## src/rtl/control_sequencer_pkg.sv

```systemverilog
// Shared definitions for the control sequencer: state codes, opcodes,
// fault codes, completion indices and the decoded-control bundle.
package control_sequencer_pkg;

  typedef logic [3:0] state_t;

  localparam state_t ST_INIT   = 4'd0;
  localparam state_t ST_IDLE   = 4'd1;
  localparam state_t ST_FETCH  = 4'd2;
  localparam state_t ST_DECODE = 4'd3;
  localparam state_t ST_EXEC   = 4'd4;
  localparam state_t ST_MEM    = 4'd5;
  localparam state_t ST_WB     = 4'd6;
  localparam state_t ST_BRANCH = 4'd7;
  localparam state_t ST_JUMP   = 4'd8;
  localparam state_t ST_HALT   = 4'd9;
  localparam state_t ST_FAULT  = 4'd10;

  localparam logic [3:0] OP_LW   = 4'b0000;
  localparam logic [3:0] OP_SW   = 4'b0001;
  localparam logic [3:0] OP_ADD  = 4'b0010;
  localparam logic [3:0] OP_SUB  = 4'b0011;
  localparam logic [3:0] OP_AND  = 4'b0100;
  localparam logic [3:0] OP_OR   = 4'b0101;
  localparam logic [3:0] OP_XOR  = 4'b0110;
  localparam logic [3:0] OP_SLL  = 4'b0111;
  localparam logic [3:0] OP_SRL  = 4'b1000;
  localparam logic [3:0] OP_SLT  = 4'b1001;
  localparam logic [3:0] OP_BEQ  = 4'b1011;
  localparam logic [3:0] OP_BNE  = 4'b1100;
  localparam logic [3:0] OP_JMP  = 4'b1101;
  localparam logic [3:0] OP_HALT = 4'b1111;

  localparam logic [1:0] FC_NONE    = 2'b00;
  localparam logic [1:0] FC_ILLEGAL = 2'b01;
  localparam logic [1:0] FC_TIMEOUT = 2'b10;

  // Bit positions of the completion inputs inside the packed history vector.
  localparam int EV_READ   = 0;
  localparam int EV_DECODE = 1;
  localparam int EV_EXEC   = 2;
  localparam int EV_MEM    = 3;
  localparam int EV_WB     = 4;
  localparam int EV_PC     = 5;

  typedef struct packed {
    logic       alu_mode;
    logic [2:0] op;
    logic       mem_read;
    logic       mem_write;
    logic       write_back;
    logic       is_branch;
    logic       is_jump;
    logic       is_halt;
    logic       illegal;
  } ctl_t;

  function automatic logic is_wait_state(input state_t s);
    return s inside {ST_FETCH, ST_DECODE, ST_EXEC, ST_MEM, ST_WB, ST_BRANCH, ST_JUMP};
  endfunction

endpackage

```

## src/rtl/control_sequencer_opcode_decoder.sv

```systemverilog
// Combinational opcode decode; the sequencer latches the result when it
// leaves DECODE.
module opcode_decoder
  import control_sequencer_pkg::*;
(
  input  logic [3:0] opcode,
  output ctl_t       ctl
);

  always_comb begin
    ctl = '0;
    case (opcode)
      OP_LW: begin
        ctl.mem_read   = 1'b1;
        ctl.write_back = 1'b1;
      end
      OP_SW: ctl.mem_write = 1'b1;
      OP_ADD, OP_SUB, OP_AND, OP_OR, OP_XOR, OP_SLL, OP_SRL, OP_SLT: begin
        // ALU ops are numbered from 2, so op is the low bits of opcode-2.
        ctl.alu_mode   = 1'b1;
        ctl.op         = opcode[2:0] - 3'd2;
        ctl.write_back = 1'b1;
      end
      OP_BEQ, OP_BNE: begin
        ctl.op        = 3'b001;
        ctl.is_branch = 1'b1;
      end
      OP_JMP:  ctl.is_jump = 1'b1;
      OP_HALT: ctl.is_halt = 1'b1;
      default: ctl.illegal = 1'b1;
    endcase
  end

endmodule

```

## src/rtl/control_sequencer.sv

```systemverilog
// Multi-cycle control FSM for the 16-bit RISC datapath: phase requests,
// latched per-instruction controls, retired count, illegal/timeout traps.
module control_sequencer
  import control_sequencer_pkg::*;
#(
  parameter int TIMEOUT = 64,
  parameter int CNT_W   = 16
) (
  input  logic             clk,
  input  logic             resetN,
  input  logic             start,
  input  logic [3:0]       opcode,
  input  logic             readInstructionComplete,
  input  logic             decodeComplete,
  input  logic             executeComplete,
  input  logic             memoryOperationComplete,
  input  logic             writeBackComplete,
  input  logic             pcSetForBranch,
  output logic             readInstruction,
  output logic             execute,
  output logic             jumpExecute,
  output logic             memRead,
  output logic             memWrite,
  output logic             writeBack,
  output logic             aluMode,
  output logic [2:0]       op,
  output logic             resetInstructionMemory,
  output logic             resetALU,
  output logic             resetDataMemory,
  output logic             busy,
  output logic             halted,
  output logic             fault,
  output logic [1:0]       faultCode,
  output logic [CNT_W-1:0] instrCount,
  output logic [3:0]       state_dbg
);

  localparam int TW = $clog2(TIMEOUT + 1);

  state_t        state, state_n;
  logic [5:0]    cmp_in, cmp_q, cmp_ev;
  logic [TW-1:0] tmr;
  logic          tmo;
  logic [1:0]    fault_code_n;
  logic          branch_q;
  logic          latch_ctl, clear_ctl, retire;
  ctl_t          dec;

  opcode_decoder u_dec (
    .opcode (opcode),
    .ctl    (dec)
  );

  // Handshake: a request strobe stays high while its state waits; the
  // datapath answers with a completion level, and only its rising edge
  // (in & ~in_q) advances the FSM, so a level left high never re-fires.
  assign cmp_in = {pcSetForBranch, writeBackComplete, memoryOperationComplete,
                   executeComplete, decodeComplete, readInstructionComplete};
  assign cmp_ev = cmp_in & ~cmp_q;
  assign tmo    = (tmr >= TW'(TIMEOUT - 1));
  assign state_dbg = state;

  always_comb begin
    state_n      = state;
    fault_code_n = FC_NONE;
    case (state)
      ST_INIT:          state_n = ST_IDLE;
      ST_IDLE, ST_HALT: if (start) state_n = ST_FETCH;
      ST_FETCH:         if (cmp_ev[EV_READ]) state_n = ST_DECODE;
      ST_DECODE: begin
        if (cmp_ev[EV_DECODE]) begin
          if (dec.illegal) begin
            state_n      = ST_FAULT;
            fault_code_n = FC_ILLEGAL;
          end else if (dec.is_jump) state_n = ST_JUMP;
          else if (dec.is_halt)     state_n = ST_HALT;
          else                      state_n = ST_EXEC;
        end
      end
      ST_EXEC:   if (cmp_ev[EV_EXEC]) state_n = branch_q ? ST_BRANCH : ST_MEM;
      ST_MEM:    if (cmp_ev[EV_MEM])  state_n = ST_WB;
      ST_BRANCH: if (cmp_ev[EV_PC])   state_n = ST_WB;
      ST_JUMP:   if (cmp_ev[EV_PC])   state_n = ST_WB;
      ST_WB:     if (cmp_ev[EV_WB])   state_n = ST_FETCH;
      ST_FAULT:  state_n = ST_FAULT;
      default:   state_n = ST_INIT;
    endcase
    // A completion seen in the same cycle as the timeout wins.
    if (is_wait_state(state) && state_n == state && tmo) begin
      state_n      = ST_FAULT;
      fault_code_n = FC_TIMEOUT;
    end
  end

  assign latch_ctl = (state == ST_DECODE) && (state_n != ST_DECODE) && (state_n != ST_FAULT);
  assign clear_ctl = ((state == ST_WB) && (state_n != ST_WB)) || (state_n == ST_FAULT);
  assign retire    = ((state == ST_WB) && (state_n == ST_FETCH)) ||
                     ((state != ST_HALT) && (state_n == ST_HALT));

  always_ff @(posedge clk) begin
    if (!resetN) begin
      state                  <= ST_INIT;
      cmp_q                  <= '0;
      tmr                    <= '0;
      readInstruction        <= 1'b0;
      execute                <= 1'b0;
      jumpExecute            <= 1'b0;
      aluMode                <= 1'b0;
      op                     <= '0;
      memRead                <= 1'b0;
      memWrite               <= 1'b0;
      writeBack              <= 1'b0;
      branch_q               <= 1'b0;
      resetInstructionMemory <= 1'b1;
      resetALU               <= 1'b1;
      resetDataMemory        <= 1'b1;
      busy                   <= 1'b0;
      halted                 <= 1'b0;
      fault                  <= 1'b0;
      faultCode              <= FC_NONE;
      instrCount             <= '0;
    end else begin
      state <= state_n;
      cmp_q <= cmp_in;
      if (state_n != state)      tmr <= '0;
      else if (tmr != TW'(TIMEOUT)) tmr <= tmr + 1'b1;

      readInstruction        <= (state_n == ST_FETCH);
      execute                <= (state_n == ST_EXEC);
      jumpExecute            <= (state_n == ST_JUMP);
      busy                   <= is_wait_state(state_n);
      halted                 <= (state_n == ST_HALT);
      fault                  <= (state_n == ST_FAULT);
      resetInstructionMemory <= (state_n == ST_INIT);
      resetALU               <= (state_n == ST_INIT);
      resetDataMemory        <= (state_n == ST_INIT);

      if (latch_ctl) begin
        aluMode   <= dec.alu_mode;
        op        <= dec.op;
        memRead   <= dec.mem_read;
        memWrite  <= dec.mem_write;
        writeBack <= dec.write_back;
        branch_q  <= dec.is_branch;
      end else if (clear_ctl) begin
        aluMode   <= 1'b0;
        op        <= '0;
        memRead   <= 1'b0;
        memWrite  <= 1'b0;
        writeBack <= 1'b0;
        branch_q  <= 1'b0;
      end

      if ((state_n == ST_FAULT) && (state != ST_FAULT)) faultCode <= fault_code_n;
      if (retire) instrCount <= instrCount + 1'b1;
    end
  end

endmodule

```

## config.mk

```make
export PLATFORM = sky130hd
export DESIGN_NAME = control_sequencer
export DESIGN_NICKNAME = d
export VERILOG_FILES = /design/src/rtl/control_sequencer_pkg.sv /design/src/rtl/control_sequencer_opcode_decoder.sv /design/src/rtl/control_sequencer.sv
export SDC_FILE = /design/constraint.sdc
export NUM_CORES = 1
export LEC_CHECK = 0
export ABC_CLOCK_PERIOD_IN_PS = 6100
export CAP_MARGIN = 15
export CORE_MARGIN = 3
export CORE_UTILIZATION = 56
export CTS_BUF_LIST = sky130_fd_sc_hd__clkbuf_4 sky130_fd_sc_hd__clkbuf_8 sky130_fd_sc_hd__clkbuf_16
export DETAILED_ROUTE_END_ITERATION = 8
export PLACE_DENSITY = 0.84
export SLEW_MARGIN = 0
export SYNTH_ARGS = -nofsm -noshare
export SYNTH_HDL_FRONTEND = slang
export SYNTH_SLANG_ARGS = --single-unit
export TNS_END_PERCENT = 10
```

## constraint.sdc

```tcl
create_clock -name clk -period 6.1 [get_ports clk]
set_input_delay 0.61 -clock clk [delete_from_list [all_inputs] [get_ports clk]]
set_output_delay 0.61 -clock clk [all_outputs]
set_load 0.01 [all_outputs]
```

### Word-level counts from Yosys, hierarchy flattened

Index checks and enable logic that the tools add are counted.

| storage, ports and cells | value |
|---|---|
| logic and storage cells | 121 |
| register bits | 50 |
| output and inout bits | 38 |
| bits of input ports | 13 |

| operators by class | value |
|---|---|
| mux-type cells | 33 |
| bitwise logic cells | 3 |
| eq/ne operators | 40 |
| $add $sub $neg | 3 |
| reduce and logical (&&, ||, !) cells | 23 |
| magnitude comparators | 1 |

Operators by type and width:

| cell | number |
|---|---|
| $eq A4 B3 Y1 const B | 12 |
| $eq A4 B4 Y1 const B | 12 |
| $mux W4 | 11 |
| $pmux W4 S9 | 1 |
| $eq A4 B2 Y1 const B | 6 |
| $add A16 B1 Y16 const B | 1 |
| $mux W1 | 16 |
| $reduce_bool A7 Y1 | 2 |
| $reduce_or A14 Y1 | 1 |
| $logic_not A4 Y1 | 3 |
| $ne A4 B4 Y1 const B | 3 |
| $reduce_or A9 Y1 | 1 |
| $eq A4 B1 Y1 const B | 2 |
| $logic_and A1 B1 Y1 | 8 |
| $reduce_or A2 Y1 | 4 |
| $reduce_or A8 Y1 | 1 |
| $add A7 B1 Y7 const B | 1 |
| $ge A7 B6 Y1 const B | 1 |
| $ne A7 B7 Y1 const B | 1 |
| $and A6 B6 Y6 | 1 |
| $mux W3 | 2 |
| $not A6 Y6 | 1 |
| $pmux W3 S2 | 1 |
| $eq A4 B4 Y1 | 1 |
| 8 further kinds | 10 |

### Longest topological paths before layout

Gate-level depths: netlist of run 1.

| logic depth | value |
|---|---|
| word-level depth | 16 |
| depth in mapped cells | 10 |
| gate-level depth less buffers | 9 |

### Cells and area by module

A second synthesis of run 1 with hierarchy kept.

| second synthesis, totals | value |
|---|---|
| cells, all modules | 343 |
| area, all modules | 3012.9 µm² |

By module, submodules not included:

| module | area each (µm²) | cells each | sequential area each (µm²) | times used |
|---|---|---|---|---|
| control_sequencer | 2845.2 | 316 | 1001.0 | 1 |
| opcode_decoder | 167.7 | 27 | 0.0 | 1 |

### Worst setup path before layout of run 1

OpenSTA, ideal clock, no wires.

| path | value |
|---|---|
| path kind | input port to flip-flop |
| start | input opcode[0] |
| end | register instrCount[14] |
| stages | 9 |
| data arrival time | 2.857 ns |
| setup slack | 3.173 ns |
| library setup time | 0.070 ns |
| required time | 6.030 ns |
| path buffers | 1 |
| cell sequence | buf_4 -> mux2_4 -> a31oi_1 -> o32a_1 -> and3b_1 -> o41ai_4 -> nand2_4 -> or4_1 -> a21oi_1 |

| on the way | value |
|---|---|
| longest elaborated chain between the ends | 14 |
| elaborated cells on any way between the ends | 31 |
| classes of those cells | eq/ne: 16; mux: 8; reduce/logical: 7 |

RTL lines:

| what | RTL line | RTL |
|---|---|---|
| start: declaration | control_sequencer.sv:12 | `input logic [3:0] opcode,` |
| $eq A4 B4 Y1 | control_sequencer_opcode_decoder.sv:12 | `case (opcode)` |
| $mux W1 | control_sequencer_opcode_decoder.sv:12 |  |
| $mux W4 | control_sequencer.sv:76 | `else if (dec.is_halt) state_n = ST_HALT;` |
| $mux W4 | control_sequencer.sv:75 | `end else if (dec.is_jump) state_n = ST_JUMP;` |
| $mux W4 * | control_sequencer.sv:72 | `if (dec.illegal) begin` |
| $mux W4 * | control_sequencer.sv:71 | `if (cmp_ev[EV_DECODE]) begin` |
| $pmux W4 S9 * | control_sequencer.sv:66 | `case (state)` |
| $eq A4 B4 Y1 | control_sequencer.sv:89 | `if (is_wait_state(state) && state_n == state && tmo) begin` |
| $logic_and A1 B1 Y1 (2 in a row) | control_sequencer.sv:89 |  |
| $mux W4 * | control_sequencer.sv:89 |  |
| $eq A4 B2 Y1 / $eq A4 B4 Y1 (equally long branches) | control_sequencer.sv:97, control_sequencer.sv:98 |  |
| $logic_and A1 B1 Y1 (on tied branches) | control_sequencer.sv:97, control_sequencer.sv:98 |  |
| $logic_or A1 B1 Y1 * | control_sequencer.sv:97 | `assign retire = ((state == ST_WB) && (state_n == ST_FETCH)) \|\|` |
| end signal: assignment | control_sequencer.sv:155 | `if (retire) instrCount <= instrCount + 1'b1;` |
| end: declaration | control_sequencer.sv:34 | `output logic [CNT_W-1:0] instrCount,` |

Every way passes the cells marked *; elsewhere a longest branch is shown, timed or not.
A chain may end at the register's enable or synchronous reset.

### Worst setup path in the final report of run 1

| path | value |
|---|---|
| start | input opcode[3] |
| end | register writeBack |

| on the way | value |
|---|---|
| longest elaborated chain between the ends | 15 |
| elaborated cells on any way between the ends | 38 |
| classes of those cells | eq/ne: 18; mux: 10; reduce/logical: 10 |

RTL lines:

| what | RTL line | RTL |
|---|---|---|
| $eq A4 B4 Y1 | control_sequencer_opcode_decoder.sv:12 |  |
| $mux W1 | control_sequencer_opcode_decoder.sv:12 |  |
| $mux W4 | control_sequencer.sv:76 |  |
| $mux W4 | control_sequencer.sv:75 |  |
| $mux W4 | control_sequencer.sv:72 |  |
| $mux W4 | control_sequencer.sv:71 |  |
| $pmux W4 S9 | control_sequencer.sv:66 |  |
| $eq A4 B4 Y1 | control_sequencer.sv:89 |  |
| $logic_and A1 B1 Y1 (2 in a row) | control_sequencer.sv:89 |  |
| $mux W4 | control_sequencer.sv:89 |  |
| $ne A4 B2 Y1 / $ne A4 B3 Y1 (equally long branches) | control_sequencer.sv:95, control_sequencer.sv:96 |  |
| $logic_and A1 B1 Y1 (on tied branches) | control_sequencer.sv:95, control_sequencer.sv:96 |  |
| $logic_and A1 B1 Y1 / $logic_or A1 B1 Y1 (equally long branches) | control_sequencer.sv:95, control_sequencer.sv:96 |  |
| $mux W1 / $reduce_bool A2 Y1 (equally long branches) | n/a |  |
| end signal: assignment | control_sequencer.sv:143 | `writeBack <= dec.write_back;` |
| end: declaration | control_sequencer.sv:24 | `output logic writeBack,` |

Several ways; a longest one is shown, not always the timed one.

==> results of run 1 <==
==> per-layer routing <==
metal | part of all wire, % | track usage (%)
met4 | 1.3 | 5.435
met2 | 48 | 38.66
met1 | 45 | 29.00
met5 | 0 | 0
met3 | 5.4 | 4.019
==> cells in the mapped netlist, types with 2 or more instances <==
| library cell | instances |
|---|---|
| nor3_1 | 15 |
| mux2i_1 | 3 |
| dfxtp_1 | 50 |
| and2b_1 | 2 |
| o21ba_2 | 2 |
| buf_6 | 3 |
| nand2b_1 | 11 |
| and3b_1 | 2 |
| o211ai_2 | 2 |
| nor4b_1 | 3 |
| a21oi_1 | 12 |
| buf_4 | 3 |
| and2_1 | 11 |
| o31ai_1 | 2 |
| nor3b_1 | 2 |
| o21a_1 | 7 |
| o2bb2ai_1 | 7 |
| a31o_2 | 2 |
| o21ai_0 | 7 |
| o21bai_1 | 2 |
| ha_1 | 3 |
| nand4_1 | 4 |
| a2bb2oi_1 | 2 |
| nand2_1 | 21 |
| a211oi_1 | 2 |
| or3_1 | 2 |
| nor4_1 | 2 |
| a31oi_1 | 6 |
| nand4b_1 | 2 |
| and4_1 | 2 |
| nor2_1 | 27 |
| and3_1 | 8 |
| xnor2_1 | 6 |
| xor2_1 | 12 |
| inv_1 | 10 |
| nand3_1 | 20 |
| o22ai_1 | 3 |
| clkbuf_1 | 9 |
| nor2b_1 | 5 |
| buf_2 | 3 |
==> critical path, delay by kind of cell <==
| kind | cells | cell delay [ns] |
|---|---|---|
| buffers and inverters | 1 | 0.59 |
| AND/OR/NAND/NOR | 2 | 0.53 |
| AO/OA/AOI/OAI | 6 | 2.05 |
==> sequential cells by signal, summed over array words and instances, names as in the netlist <==
register         count
aluMode              1
branch_q             1
busy                 1
cmp_q                6
execute              1
fault                1
faultCode            2
halted               1
instrCount          16
jumpExecute          1
memRead              1
memWrite             1
op                   3
readInstruction      1
resetDataMemory      1
state_dbg            4
tmr                  7
writeBack            1
==> worst max path at each step <==
stage	end	slack, ns	from
3_3_place_gp	instrCount[9]	2.39	opcode[1]
3_5_place_dp	writeBack	2.24	opcode[3]
2_1_floorplan	instrCount[14]	3.17	opcode[0]
4_1_cts	writeBack	2.56	opcode[3]
5_1_grt	memWrite	2.24	state_dbg[0]
6_report	writeBack	2.49	opcode[3]
==> power by group <==
part           total (W)  internal [W]  leakage [nW]  switching [W]
clock           0.000202     0.0000913        0.0472       0.000111
combinational   0.000170     0.0000728         0.770      0.0000975
sequential      0.000358      0.000336         0.406      0.0000215
==> layout make-up <==
class	count	area, µm²
Multi-Input combinational cell	247	1634
Fill cell	407	1391
Sequential cell	50	1001
Timing Repair Buffer	51	508.0
Tap cell	67	83.83
Clock buffer	6	82.58
Inverter	11	41.29
Clock inverter	2	12.51
==> kinds of logic (layout without fill, tap and decap cells) <==
family | Yosys count | count (layout) | share of synthesized area (%)
xor+xnor | 18 | 18 | 5.668
compound gates | 72 | 72 | 19.75
flops | 50 | 50 | 35.99
simple gates | 150 | 150 | 30.37
mux | 4 | 4 | 1.619
fa+ha+maj | 3 | 3 | 1.350
buf+inv | 29 | 70 | 5.263
==> through the flow <==
| stage | util, % | hold slack, ns | power [W] | cells |
|---|---|---|---|---|
| finish | 70.74 | 0.4730 | 0.0007299 | 434 |
| global route | 70.74 | 0.4949 | 0.0007647 | 434 |
| CTS | 70.74 | 0.4759 | 0.0007292 | 434 |
| detailed placement | 68.74 | 0.4600 | 0.0005313 | 426 |
| global placement | 68.74 | 0.4478 | 0.0005279 | 426 |
| floorplan | - | 0.4421 | 0.0004891 | 326 |
==> results.json, run 1 <==
{
  "min_from": "faultCode[0]",
  "core_area_mm2": 0.004755,
  "cts_tree": "built",
  "final_area_mm2": 0.003363,
  "vias": 2557,
  "synth.top_cell.area_share_pct": 35.99,
  "vdd_drop_max_v": 0.0001131,
  "synthesis.area_mm2": 0.002781,
  "grt_pass1_wl_um": 10960,
  "slew_viol_final": 0,
  "avgViaCountPerCell": 5.892,
  "hold_buffers": 0,
  "final_cell_mix": "dfxtp_1 (50), clkdlybuf4s50_1 (50), nor2_1 (27)",
  "setup_slack_ns": 2.489,
  "path_max_fanout": 10,
  "syn_inst": 326,
  "min_period_over_period_pct": 59.19,
  "rsz0062_at_grt": "false",
  "cp.required_ns": 6.27,
  "holdCritPathClass": "flop to flop",
  "hold_end": "faultCode[0]",
  "setup_viol": 0,
  "status": "finished, final reports clean",
  "initial_core_util_pct": 58.50,
  "place_area_mm2": 0.003268,
  "crit_type": "input pin to flop",
  "drc": 0,
  "die_w_um": 76.48,
  "ys.flop_type": "dfxtp_1",
  "worstHoldPathCells": 2,
  "cts_buffers": 5,
  "synth_area_leaders": "dfxtp_1 (36%), xor2_1 (3.8%), nor2_1 (3.6%), nand3_1 (3.6%), nand2_1 (2.8%)",
  "htree_levels": 2,
  "r2r-end": "writeBack",
  "fin_crit_ns": 3.611,
  "grt_pass1_vias": 2314,
  "die-area_mm2": 0.005848,
  "regToRegSetupSlack_ns": 2.57,
  "gp_congestion": 0.9108,
  "drtIter0Drc": 147,
  "antenna_found_initial": 0,
  "grt_max_degree": 25,
  "drt_first_pass_iters": 4,
  "ys_ff_latch": 50,
  "die_y_um": 76.48,
  "leakage_nw": 1.223,
  "syn_nets": 342,
  "grt_usage_pct": 22.44,
  "synth.avg_cell_area_um2": 8.532,
  "maxCapViolations": 0,
  "io_pins": 51,
  "rows": 25,
  "seq_area_frac_synth_pct": 35.99,
  "hold_viol": 0,
  "clkSinkCount": 50,
  "r2r-start": "state_dbg[0]",
  "power-per-cell-area_mw_per_mm2": 217.0,
  "synth_edf_count": 0,
  "slowest_stage": "a211oi_2",
  "port_buffers": 50,
  "cts_root_buffer": "clkbuf_8",
  "crit_arrival_ns": 3.78,
  "detailed_place_hpwl_um": 4826,
  "critPathMaxStageDelay_ns": 0.61,
  "synth_largest_area_cell": "dfxtp_1",
  "fmax_ghz": 0.2769,
  "end_kind": "flop",
  "nets": 382,
  "rr_worst_depth": 8,
  "clkTransAtPathRegs_ns": 0.09,
  "ant_nets": 0,
  "wl_um": 6507,
  "tightestPinTransition_ns": 0.8201,
  "cts_resized": 0,
  "pre_cts_ws_ns": 2.241,
  "area_growth_pct": 20.92,
  "yosysWarnings": 0,
  "relSlewSlack_pct": 44.56,
  "start_kind": "input pin",
  "ys_async_sr_fraction_pct": 0,
  "clock_latency_ns": 0.30,
  "grt_remaining_overflow": 0,
  "yosys.cell_types.count": 69,
  "post-cts-setup-buffers": 0,
  "path_cells": "clkdlybuf4s50_1, and4_1, o311ai_1, o21ai_0, a211oi_2, o22ai_1, nor3_1, a2bb2oi_1, o2bb2ai_1",
  "drive_gt1_share_pct": 6.812,
  "wl_per_cell_um": 14.99,
  "diodes": 0,
  "fin_skew_ns": 0.003639,
  "tns_ns": 0,
  "clock_path_buffers": 2
}
Note: power is estimated with default switching activity, not from simulation.
==> inputs of run 2 (changes only) <==
Settings changed: ABC_CLOCK_PERIOD_IN_PS 6100 to 3200, CORE_UTILIZATION 56 to 47, PLACE_DENSITY 0.84 to 0.75.
Clock period 6.1 ns to 3.2 ns, I/O delays scaled along.
==> run 2 against run 1 <==
Compared with the run above: worst setup slack worse by 2.2 ns; non-clock buffer count is 20 higher; clock power is 130% higher; clock skew is 0.0012 ns lower; first-iteration DRC count is 61% higher; largest cell class unchanged.
==> results.json, run 2 (synthesis results as in run 1) <==
{
  "die_w_um": 82.93,
  "grt_pass1_vias": 2416,
  "regToRegSetupSlack_ns": 0.26,
  "diodes": 0,
  "grt_pass1_wl_um": 11400,
  "crit_arrival_ns": 3.13,
  "tns_ns": 0,
  "io_pins": 51,
  "slew_viol_final": 0,
  "gp_congestion": 0.9507,
  "detailed_place_hpwl_um": 5041,
  "slowest_stage": "dfxtp_1",
  "n_fill_cell": 516,
  "drt_first_pass_iters": 4,
  "crit_type": "flop to flop",
  "hold_buffers": 0,
  "fin_skew_ns": 0.002473,
  "tightestPinTransition_ns": 0.7363,
  "hold_viol": 0,
  "clkTransAtPathRegs_ns": 0.09,
  "ant_nets": 0,
  "drc": 0,
  "post-cts-setup-buffers": 0,
  "port_buffers": 50,
  "leakage_nw": 1.333,
  "clkSinkCount": 50,
  "core_area_mm2": 0.005608,
  "nets": 402,
  "final_cell_mix": "clkdlybuf4s50_1 (50), dfxtp_1 (49), nor2_1 (27)",
  "avgViaCountPerCell": 5.612,
  "initial_core_util_pct": 49.60,
  "fin_crit_ns": 2.938,
  "drive_gt1_share_pct": 11.89,
  "setup_viol": 0,
  "holdCritPathClass": "flop to flop",
  "drtIter0Drc": 237,
  "regMostFlops": "instrCount",
  "cts_resized": 0,
  "clock_latency_ns": 0.30,
  "vdd_drop_max_v": 0.0003709,
  "wl_um": 6637,
  "rsz0062_at_grt": "false",
  "fin_util_pct": 63.12,
  "grt_usage_pct": 19.80,
  "largest_reg_flops": 16,
  "cts_tree": "built",
  "maxCapViolations": 0,
  "path_cells": "nor2_1, o311ai_1, o21ai_0, a211oi_2, buf_4, o22ai_1, nor3_1, nor3_2, buf_4, o2bb2ai_1",
  "relSlewSlack_pct": 50.76,
  "critPathMaxStageDelay_ns": 0.66,
  "critPathMostFrequentCell": "buf_4",
  "cp.required_ns": 3.40,
  "fmax_ghz": 0.3404,
  "end_kind": "flop",
  "die_y_um": 82.93,
  "antenna_found_initial": 0,
  "status": "finished, final reports clean",
  "die-area_mm2": 0.006877,
  "wl_per_cell_um": 14.46,
  "final_common_cell": "clkdlybuf4s50_1",
  "power-per-cell-area_mw_per_mm2": 426.7,
  "grt_max_degree": 23,
  "clock_path_buffers": 2,
  "htree_levels": 2,
  "min_period_over_period_pct": 91.81,
  "path_max_fanout": 15,
  "cts_buffers": 5,
  "rows": 27,
  "start_kind": "flop",
  "reg_top3": "instrCount (16), tmr (7), cmp_q (6)",
  "cts_root_buffer": "clkbuf_8",
  "grt_remaining_overflow": 0,
  "vias": 2576,
  "area_growth_pct": 27.26
}
## run 2: cell types whose count changed in the layout (fill, tap and decap cells not counted)
cell | before | now
buf_4 | 1 | 21
clkinvlp_4 | 1 | 0
bufinv_16 | 0 | 1
clkbuf_8 | 6 | 5
dfxtp_1 | 50 | 49
clkinv_2 | 1 | 0
clkbuf_4 | 0 | 2
dfxtp_2 | 0 | 1
## run 2: cell type report
type	count	area [µm²]	share of cell area, %
multi-input combinational	247	1634	46.16
timing repair buffer	71	658.1	18.59
inverter	11	41.29	1.166
clock buffer	7	83.83	2.368
sequential	50	1002	28.31
clock inverter	1	30.03	0.8484
tap	72	90.09	2.545
## run 2: where the power goes
part	internal (W)	switching (W)	total [W]
clock network	0.000251	0.000204	0.000455
logic	0.000178	0.000199	0.000378
registers	0.000641	0.0000362	0.000678
## run 2: critical path: cells and delay by family, from the launching register on
kind,cells,cell delay [ns]
simple gates,3,0.69
buf+inv,2,0.36
flops,1,0.66
compound gates,5,1.11
## run 2: final timing paths
check | startpoint | end | depth (start not counted)
setup / recovery | state_dbg[1] | op[2] | 10
hold / removal | writeBack | writeBack | 2
setup reg to reg | state_dbg[1] | op[2] | 10
hold reg to reg | writeBack | writeBack | 2
## run 2: per-layer routing
| metal | vias to the layer above | share of wire, % | global-route usage (%) |
|---|---|---|---|
| li1 | 1306 | - | - |
| met1 | 1194 | 48 | 27.23 |
| met2 | 68 | 45 | 30.83 |
| met3 | 8 | 4.8 | 4.563 |
| met4 | 0 | 1.5 | 5.944 |
| met5 | - | 0 | 0 |
## run 2: metrics by stage
stage               setup WS [ns]  std cells  total power (W)  cell area, µm²  hold slack, ns
CTS                        0.1625        459         0.001519            3538          0.4716
global route              0.05337        459         0.001592            3540          0.5012
global placement           0.1231        451         0.001059            3425          0.4530
finish                     0.2620        459         0.001510            3540          0.4692
floorplan                  0.5435        326        0.0009324            2781          0.4417
detailed placement        0.06313        451         0.001065            3425          0.4558
